File: config.mk
export PLATFORM = sky130hd
export DESIGN_NAME = seg_scan_ctrl_flat
export DESIGN_NICKNAME = d
export VERILOG_FILES = /design/src/rtl/seg_pkg.sv /design/src/rtl/seg_scan_ctrl_if.sv /design/src/rtl/seg_bcd_dec.sv /design/src/rtl/seg_scan_ctrl.sv /design/src/flat_wrapper.sv
export SDC_FILE = /design/constraint.sdc
export NUM_CORES = 1
export LEC_CHECK = 0
export ABC_AREA = 1
export CAP_MARGIN = 20
export CORE_MARGIN = 3
export CORE_UTILIZATION = 35
export DETAILED_ROUTE_END_ITERATION = 10
export GPL_ROUTABILITY_DRIVEN = 0
export PLACE_DENSITY = 0.64
export SYNTH_ARGS = -nofsm -noshare
export SYNTH_HDL_FRONTEND = slang
export SYNTH_SLANG_ARGS = --single-unit
File: constraint.sdc
create_clock -name clk -period 3.71 [get_ports clk]
set_input_delay 1.113 -clock clk [delete_from_list [all_inputs] [get_ports clk]]
set_output_delay 1.113 -clock clk [all_outputs]
set_load 0.1 [all_outputs]
File: src/rtl/seg_pkg.sv
// seg_pkg: shared BCD-to-segment constants and scan FSM state type.
//   SEG_0..SEG_9 : active-low segment patterns, bit order g..a (common anode)
//   SEG_OFF      : all segments dark
//   state_t      : scan FSM states (ST_BLANK, ST_ON)
package seg_pkg;

    localparam logic [6:0] SEG_0   = 7'h40;
    localparam logic [6:0] SEG_1   = 7'h79;
    localparam logic [6:0] SEG_2   = 7'h24;
    localparam logic [6:0] SEG_3   = 7'h30;
    localparam logic [6:0] SEG_4   = 7'h19;
    localparam logic [6:0] SEG_5   = 7'h12;
    localparam logic [6:0] SEG_6   = 7'h02;
    localparam logic [6:0] SEG_7   = 7'h78;
    localparam logic [6:0] SEG_8   = 7'h00;
    localparam logic [6:0] SEG_9   = 7'h10;
    localparam logic [6:0] SEG_OFF = 7'h7F;

    typedef enum logic {
        ST_BLANK = 1'b0,
        ST_ON    = 1'b1
    } state_t;

endpackage

File: src/rtl/seg_scan_ctrl_if.sv
// seg_scan_ctrl_if: display-update handshake bundle.
//   upd_data  : 4*NUM_DIG BCD nibbles, digit 0 in bits [3:0]
//   upd_blank : per-digit blank request, 1 = dark
//   upd_dp    : per-digit decimal point, 1 = lit
//   upd_valid : update offered (master -> slave)
//   upd_ready : pending buffer empty (slave -> master)
interface seg_scan_ctrl_if #(
    parameter int NUM_DIG = 6
);

    logic [4*NUM_DIG-1:0] upd_data;
    logic [NUM_DIG-1:0]   upd_blank;
    logic [NUM_DIG-1:0]   upd_dp;
    logic                 upd_valid;
    logic                 upd_ready;

    modport master (
        output upd_data, upd_blank, upd_dp, upd_valid,
        input  upd_ready
    );

    modport slave (
        input  upd_data, upd_blank, upd_dp, upd_valid,
        output upd_ready
    );

endinterface

File: src/rtl/seg_bcd_dec.sv
// seg_bcd_dec: combinational BCD to active-low 7-segment decoder.
//   bcd_i : 4-bit BCD digit; 10..15 decode to all segments dark
//   seg_o : segments g..a, active-low
module seg_bcd_dec
    import seg_pkg::*;
(
    input  logic [3:0] bcd_i,
    output logic [6:0] seg_o
);

    always_comb begin
        case (bcd_i)
            4'd0:    seg_o = SEG_0;
            4'd1:    seg_o = SEG_1;
            4'd2:    seg_o = SEG_2;
            4'd3:    seg_o = SEG_3;
            4'd4:    seg_o = SEG_4;
            4'd5:    seg_o = SEG_5;
            4'd6:    seg_o = SEG_6;
            4'd7:    seg_o = SEG_7;
            4'd8:    seg_o = SEG_8;
            4'd9:    seg_o = SEG_9;
            default: seg_o = SEG_OFF;
        endcase
    end

endmodule

File: src/rtl/seg_scan_ctrl.sv
// seg_scan_ctrl: multiplexed 7-segment scan controller with frame-synchronous update buffer.
//   clk          : system clock, rising edge
//   rst          : asynchronous active-high reset
//   upd          : update handshake (slave modport)
//   an_o         : digit enables, active-low, at most one low
//   seg_o        : segments g..a, active-low
//   dp_o         : decimal point, active-low
//   frame_tick_o : one-cycle pulse when a full scan frame completes
module seg_scan_ctrl
    import seg_pkg::*;
#(
    parameter int NUM_DIG   = 6,
    parameter int SCAN_DIV  = 50000,
    parameter int BLANK_CYC = 500
) (
    input  logic               clk,
    input  logic               rst,
    seg_scan_ctrl_if.slave     upd,
    output logic [NUM_DIG-1:0] an_o,
    output logic [6:0]         seg_o,
    output logic               dp_o,
    output logic               frame_tick_o
);

    localparam int MAXC = (SCAN_DIV > BLANK_CYC) ? SCAN_DIV : BLANK_CYC;
    localparam int CW   = $clog2(MAXC);
    localparam int IW   = (NUM_DIG > 1) ? $clog2(NUM_DIG) : 1;
    localparam logic [CW-1:0] SCAN_LAST  = CW'(SCAN_DIV - 1);
    localparam logic [CW-1:0] BLANK_LAST = CW'(BLANK_CYC - 1);
    localparam logic [IW-1:0] IDX_LAST   = IW'(NUM_DIG - 1);

    state_t                 state_q, state_d;
    logic [CW-1:0]          cnt_q, cnt_d;
    logic [IW-1:0]          idx_q, idx_d;
    logic [NUM_DIG-1:0]     an_q, an_d;
    logic [6:0]             seg_q, seg_d;
    logic                   dp_q, dp_d;
    logic                   tick_q, tick_d;
    logic [4*NUM_DIG-1:0]   sh_data_q, pend_data_q;
    logic [NUM_DIG-1:0]     sh_blank_q, pend_blank_q;
    logic [NUM_DIG-1:0]     sh_dp_q, pend_dp_q;
    logic                   pend_full_q, pend_full_d;
    logic                   on, last, lit, accept;
    logic [6:0]             dec_seg;

    seg_bcd_dec u_dec (
        .bcd_i (sh_data_q[4*idx_q +: 4]),
        .seg_o (dec_seg)
    );

    // idx only moves on ON->BLANK, so whenever the next state is ON the
    // current idx_q already names the digit about to be (or being) lit.
    // Shadow only changes on that same transition, so the decode is stable
    // for the whole ON window.
    always_comb begin
        on          = (state_q == ST_ON);
        last        = on ? (cnt_q == SCAN_LAST) : (cnt_q == BLANK_LAST);
        state_d     = last ? (on ? ST_BLANK : ST_ON) : state_q;
        cnt_d       = last ? '0 : cnt_q + 1'b1;
        idx_d       = (last && on) ? ((idx_q == IDX_LAST) ? '0 : idx_q + 1'b1) : idx_q;
        tick_d      = last && on && (idx_q == IDX_LAST);
        lit         = (state_d == ST_ON) && !sh_blank_q[idx_q];
        an_d        = (state_d == ST_ON) ? ~(NUM_DIG'(1) << idx_d) : '1;
        seg_d       = lit ? dec_seg : SEG_OFF;
        dp_d        = lit ? ~sh_dp_q[idx_q] : 1'b1;
        accept      = upd.upd_valid && !pend_full_q;
        // accept and a copy can never coincide: accept needs pend empty,
        // a copy only happens with pend full
        pend_full_d = accept || (pend_full_q && !tick_d);
    end

    assign upd.upd_ready = ~pend_full_q;
    assign an_o          = an_q;
    assign seg_o         = seg_q;
    assign dp_o          = dp_q;
    assign frame_tick_o  = tick_q;

    always_ff @(posedge clk or posedge rst) begin
        if (rst) begin
            state_q      <= ST_BLANK;
            cnt_q        <= '0;
            idx_q        <= '0;
            an_q         <= '1;
            seg_q        <= SEG_OFF;
            dp_q         <= 1'b1;
            tick_q       <= 1'b0;
            sh_data_q    <= '0;
            sh_blank_q   <= '1;
            sh_dp_q      <= '0;
            pend_data_q  <= '0;
            pend_blank_q <= '0;
            pend_dp_q    <= '0;
            pend_full_q  <= 1'b0;
        end else begin
            state_q      <= state_d;
            cnt_q        <= cnt_d;
            idx_q        <= idx_d;
            an_q         <= an_d;
            seg_q        <= seg_d;
            dp_q         <= dp_d;
            tick_q       <= tick_d;
            pend_full_q  <= pend_full_d;
            if (accept) begin
                pend_data_q  <= upd.upd_data;
                pend_blank_q <= upd.upd_blank;
                pend_dp_q    <= upd.upd_dp;
            end
            // shadow swaps only at frame end so a frame never shows mixed data
            if (tick_d && pend_full_q) begin
                sh_data_q  <= pend_data_q;
                sh_blank_q <= pend_blank_q;
                sh_dp_q    <= pend_dp_q;
            end
        end
    end

endmodule

File: src/flat_wrapper.sv
// flat-port wrapper written by rule: the top's interface ports become plain ports
module seg_scan_ctrl_flat import seg_pkg::*;
#(
    parameter int NUM_DIG   = 6,
    parameter int SCAN_DIV  = 50000,
    parameter int BLANK_CYC = 500
)
  (clk, rst, an_o, seg_o, dp_o, frame_tick_o, upd_upd_data, upd_upd_blank, upd_upd_dp, upd_upd_valid, upd_upd_ready);
  seg_scan_ctrl_if #(.NUM_DIG(NUM_DIG)) upd_i ();
  input  logic clk;
  input  logic rst;
  output logic [NUM_DIG-1:0] an_o;
  output logic [6:0] seg_o;
  output logic dp_o;
  output logic frame_tick_o;
  input wire logic [$bits(upd_i.upd_data)-1:0] upd_upd_data;
  input wire logic [$bits(upd_i.upd_blank)-1:0] upd_upd_blank;
  input wire logic [$bits(upd_i.upd_dp)-1:0] upd_upd_dp;
  input wire logic [$bits(upd_i.upd_valid)-1:0] upd_upd_valid;
  output wire logic [$bits(upd_i.upd_ready)-1:0] upd_upd_ready;
  assign upd_i.upd_data = upd_upd_data;
  assign upd_i.upd_blank = upd_upd_blank;
  assign upd_i.upd_dp = upd_upd_dp;
  assign upd_i.upd_valid = upd_upd_valid;
  assign upd_upd_ready = upd_i.upd_ready;
  seg_scan_ctrl #(.NUM_DIG(NUM_DIG), .SCAN_DIV(SCAN_DIV), .BLANK_CYC(BLANK_CYC)) u_core (.clk(clk), .rst(rst), .upd(upd_i), .an_o(an_o), .seg_o(seg_o), .dp_o(dp_o), .frame_tick_o(frame_tick_o));
endmodule
==> After elaboration in Yosys (flattened, before gate mapping) <==
Memories as Yosys holds them, arrays and structs flattened.
Cells that the tools add are included.
{ "totals": {"input_bits": 39, "out_inout_bits": 16, "regBits": 108, "mem_bits_ro": 112, "wordCells": 49, "n_memories": 1} }
{ "memory_table": {"columns": ["name", "depth", "width", "rd", "rd_ports_with_merged_regs", "wr", "line", "rtl"], "rows": [
  ["(no name shown)", 16, 7, 1, 0, 0, "seg_bcd_dec.sv:12", "case (bcd_i)"]
]} }
{ "op_classes": {"bitwise_logic": 3, "shifts": 2, "n_lt_le_gt_ge": 1, "n_eq_ne": 3, "add_sub_neg": 2, "n_reduce_logical": 10, "muxes": 13} }
{ "ops": {"columns": ["cell", "n"], "rows": [
  ["$shiftx 24x6->4", 1],
  ["$add 16x1->16 const B", 1],
  ["$eq 16x16->1 const B", 1],
  ["$eq 16x9->1 const B", 1],
  ["$mux 16", 1],
  ["$mux 7", 1],
  ["$bmux 1 s3", 2],
  ["$logic_and 1x1->1", 6],
  ["$mux 1", 6],
  ["$mux 3", 2],
  ["$mux 6", 1],
  ["$not 6->6", 1],
  ["$shl 1x3->6 const A", 1],
  ["$lt 3x4->1 const B", 1],
  ["$add 3x1->3 const B", 1],
  ["$eq 3x3->1 const B", 1],
  ["$logic_not 1->1", 3],
  ["$not 1->1", 2],
  ["$logic_or 1x1->1", 1]
]} }

==> Longest topological paths before layout <==
{ "logic_depth": {"ltp_word": 7, "ltp_mapped": 14, "depth_no_buf": 13} }

==> Modules after synthesis <==
A second synthesis with hierarchy kept.
{ "unflattened": {"hier_cells": 605, "area_unflattened_um2": 5146.2} }
{ "modules_own_cells": {"columns": ["module", "cells_each", "area_each_um2", "instances"], "rows": [
  ["seg_scan_ctrl", 570, 4958.5, 1],
  ["seg_bcd_dec", 35, 187.7, 1]
]} }

==> Worst setup path before layout <==
OpenSTA, ideal clock, no wires.
{ "synth_timing": {"path_type": "reg-to-output", "from": "register u_core.pend_full_q", "to": "output port upd_upd_ready", "stages_incl_launch_ff": 2, "arrival_time_ns": 1.012, "setup_slack_ns": 1.585, "cell_sequence": "dfrtp_1 inv_1"} }
{ "synth_via": {"elab_chain_cells": 1} }
{ "synth_rtl": {"columns": ["item", "line", "rtl"], "rows": [
  ["start, declared", "seg_scan_ctrl.sv:42", "logic pend_full_q, pend_full_d;"],
  ["start signal, assigned", "seg_scan_ctrl.sv:102", "pend_full_q <= pend_full_d;"],
  ["$not 1->1", "seg_scan_ctrl.sv:72", "assign upd.upd_ready = ~pend_full_q;"],
  ["end, declared", "flat_wrapper.sv:20", "output wire logic [$bits(upd_i.upd_ready)-1:0] upd_upd_ready;"]
]} }
No other way between the ends.

==> Final worst setup path <==
{ "layout_timing": {"from": "register u_core.state_q (netlist: u_core.on)", "to": "register u_core.sh_data_q[11]"} }
{ "layout_via": {"elab_chain_cells": 4} }
{ "layout_rtl": {"columns": ["item", "line", "rtl"], "rows": [
  ["start, declared", "seg_scan_ctrl.sv:32", "state_t state_q, state_d;"],
  ["start signal, assigned", "seg_scan_ctrl.sv:95", "state_q <= state_d;"],
  ["$mux 1", "seg_scan_ctrl.sv:57", "last = on ? (cnt_q == SCAN_LAST) : (cnt_q == BLANK_LAST);"],
  ["$logic_and 1x1->1 * (2 in series)", "seg_scan_ctrl.sv:61", "tick_d = last && on && (idx_q == IDX_LAST);"],
  ["named net u_core.tick_d", "seg_scan_ctrl.sv:38", "logic tick_q, tick_d;"],
  ["$logic_and 1x1->1 *", "seg_scan_ctrl.sv:109", "if (tick_d && pend_full_q) begin"],
  ["end signal, assigned", "seg_scan_ctrl.sv:110", "sh_data_q <= pend_data_q;"],
  ["end, declared", "seg_scan_ctrl.sv:39", "logic [4*NUM_DIG-1:0] sh_data_q, pend_data_q;"]
]} }
The timed path passes the listed nets; every way through them passes the cells marked *.
A chain may end at the register's enable or synchronous reset.

==> reports/summary.txt <==
status: finished clean
crit path from: u_core.on
clock period minus final worst setup slack: 2855 ps
post-route cell area: 0.005919 mm^2
DRC viols: 0
reg2reg end: u_core.sh_data_q[11]
PostCTS Resize Cnt: 0
FF-to-FF Start: u_core.on
CTS Root Cell: clkbuf_16
Area after DPL: 0.005599 mm^2
vias: 3562
met2 GRT Util: 21.01%
Seq/Total Area, Yosys: 54.69%
Reg clk slew, reported paths: 70 ps
yosys warns: 0
first-pass GRT wire length: 17260 um
die height: 125.4 um
crit path max fanout: 39
commonest non-fill, non-tap cell in the layout: nand2_1
wirelength, routed: 9940 um
DR vias/cell: 4.724
type of origin of the critical path: register
Hold Crit Class: register to register
flops & latches, synth: 108
gr busiest metal: met2
grt met3 use: 3.412%
RSZ-0062 raised after global routing: false
via count of the first global-routing pass: 3664
Critical Path RT: 3980 ps
FP Rows: 42
clk_skew: 10.70 ps
Final HPWL DP: 7042 um
CTS H-tree lvls: 3
nets: 619
DR iter-0 viols: 260
met1 Use GR: 17.84%
CTS tree: done
Hold Fails Final Rpt: 0
Inserted Diodes: 0
layout cells sized above 1: 18.51%
boundary pin count: 55
Setup CP Type: register to register
Final Cycle Share: 76.97%
Initial Utilization: 36.64%
CTS Buffer Depth: 2
Die ar.: 0.01572 mm^2
routed wire length per instance: 13.18 um
CTS Buf Count: 9
largest net degree at the start of global routing: 71
Port Buffer Count: 54
Slew @ Worst Pin: 724.4 ps
Die X: 125.4 um
Post-CTS Setup Repair Bufs: 0
most frequent cells in the layout: nand2_1, dfrtp_1, inv_1
crit path DAT: 3120 ps
CTS Hold Buffers Added: 0
syn avg cell area: 9.500 um^2
Reg2Reg Depth: 11
total congestion overflow: 0
Max Freq: 350.2 MHz
worst IR drop on VDD: 262.4 uV
drt pass-1 iters: 4
Lkg Pwr: 0.002825 uW
crit path to: u_core.sh_data_q[11]
Cell variety after synth: 37
r2r setup slk: 850 ps
crit end category: register
Mapped Cells: 525
power density over cell area: 380.5 mW/mm^2
Worst slew margin: 51.71%
final setup vio count: 0
maxcap violations: 0
final slew viol count: 0
Layout area overhead: 18.69%
mapped cell area: 0.004987 mm^2
Post-Synthesis Net Count: 571
clock sink count: 108
setup TNS: 0 ps
Worst-Skew Late Latency: 350 ps
antenna violations before repair: 0
GR Util All Layers: 13.29%
Routed Antenna Nets: 0
core area: 0.01361 mm^2
-- cell families (layout without fill, tap and decap cells) --
kind of cell    count (synthesis)  count (layout)  synth area share, %
compound gates                 57              57                6.398
mux                            29              29                6.548
xor+xnor                       18              18                3.161
flops                         108             108                54.69
buf+inv                        78             131                7.376
fa+ha+maj                       7               7                1.756
simple gates                  228             228                20.07
-- registers in the layout, summed over array words and instances (netlist names) --
register,cells
u_core.pend_blank_q,6
u_core.sh_data_q,24
u_core.seg_o,7
u_core.frame_tick_o,1
u_core.dp_o,1
u_core.sh_dp_q,6
u_core.sh_blank_q,6
u_core.pend_dp_q,6
u_core.on,1
u_core.pend_full_q,1
u_core.idx_q,3
u_core.cnt_q,16
u_core.an_o,6
u_core.pend_data_q,24
-- layer usage --
layer  part of all wire [%]  wire length, um
met5                      0                0
met4                    1.5              149
met3                    5.0              501
met2                     46             4610
met1                     47             4679
-- worst min-delay path by stage --
stage,startpoint,end,depth (start not counted)
CTS,u_core.pend_blank_q[2],u_core.sh_blank_q[2],2
detailed placement,u_core.pend_blank_q[2],u_core.sh_blank_q[2],2
global placement,u_core.pend_data_q[16],u_core.sh_data_q[16],2
global route,u_core.pend_dp_q[2],u_core.sh_dp_q[2],2
floorplan,u_core.pend_data_q[16],u_core.sh_data_q[16],2
finish,u_core.pend_blank_q[2],u_core.sh_blank_q[2],2
-- worst max-delay path, cell delays in order, from the launching register on --
cell     delay, ps
dfrtp_1        650
inv_1          150
o41ai_1        320
nand2_1         80
nor2_1         100
ha_1           180
nand2_1        130
nor2_4         210
nand2_4        210
inv_2          490
nand2_1        120
o21ai_0        110
-- final cells by class --
type / instances / area (um^2)
flip-flops and latches: 108 / 2728
multi-input cells: 339 / 1892
clock buffers: 11 / 252.7
fillers: 1309 / 7691
inverters: 58 / 224.0
clock inverters: 5 / 67.56
well taps: 176 / 220.2
repair buffers: 57 / 535.5
-- through the flow --
stage | cells | hold slack (ps) | power (uW) | utilization [%] | worst slack [ps]
3_5_place_dp | 738 | 454.7 | 1268 | 41.14 | 833.5
2_1_floorplan | 525 | 436.4 | 1217 | - | 1312
3_3_place_gp | 738 | 453.1 | 1267 | 41.14 | 995.8
5_1_grt | 754 | 500.0 | 2323 | 43.49 | 473.4
4_1_cts | 754 | 472.2 | 2277 | 43.49 | 820.6
6_report | 754 | 469.1 | 2252 | 43.49 | 854.6
-- cells in the mapped netlist, drive strengths merged --
| cell type | count | share of area (%) |
|---|---|---|
| nand3 | 30 | 3.2 |
| o31ai | 3 | 0.45 |
| nor4 | 1 | 0.13 |
| o21ai | 36 | 3.8 |
| dfstp | 20 | 11 |
| nor3 | 6 | 0.80 |
| a21oi | 14 | 1.5 |
| ha | 7 | 1.8 |
| buf | 17 | 2.7 |
| xor2 | 11 | 1.9 |
| nand4 | 5 | 0.75 |
| o22ai | 1 | 0.13 |
| clkbuf | 3 | 0.25 |
| o41ai | 2 | 0.35 |
| o211ai | 1 | 0.15 |
| dfrtp | 88 | 44 |
| nand3b | 1 | 0.15 |
| mux2 | 29 | 6.5 |
| nor2 | 54 | 4.5 |
| inv | 58 | 4.4 |
| xnor2 | 7 | 1.2 |
| nand2 | 131 | 11 |
-- where the power goes --
group	switching [uW]	leakage (uW)	total, uW	internal (uW)
clock	440	0.000158	1010	570
sequential	0	0.00138	1180	1180
combinational	27.3	0.00128	65.1	37.8
total	467	0.00283	2250	1790
Note: power is estimated with default switching activity, not from simulation.
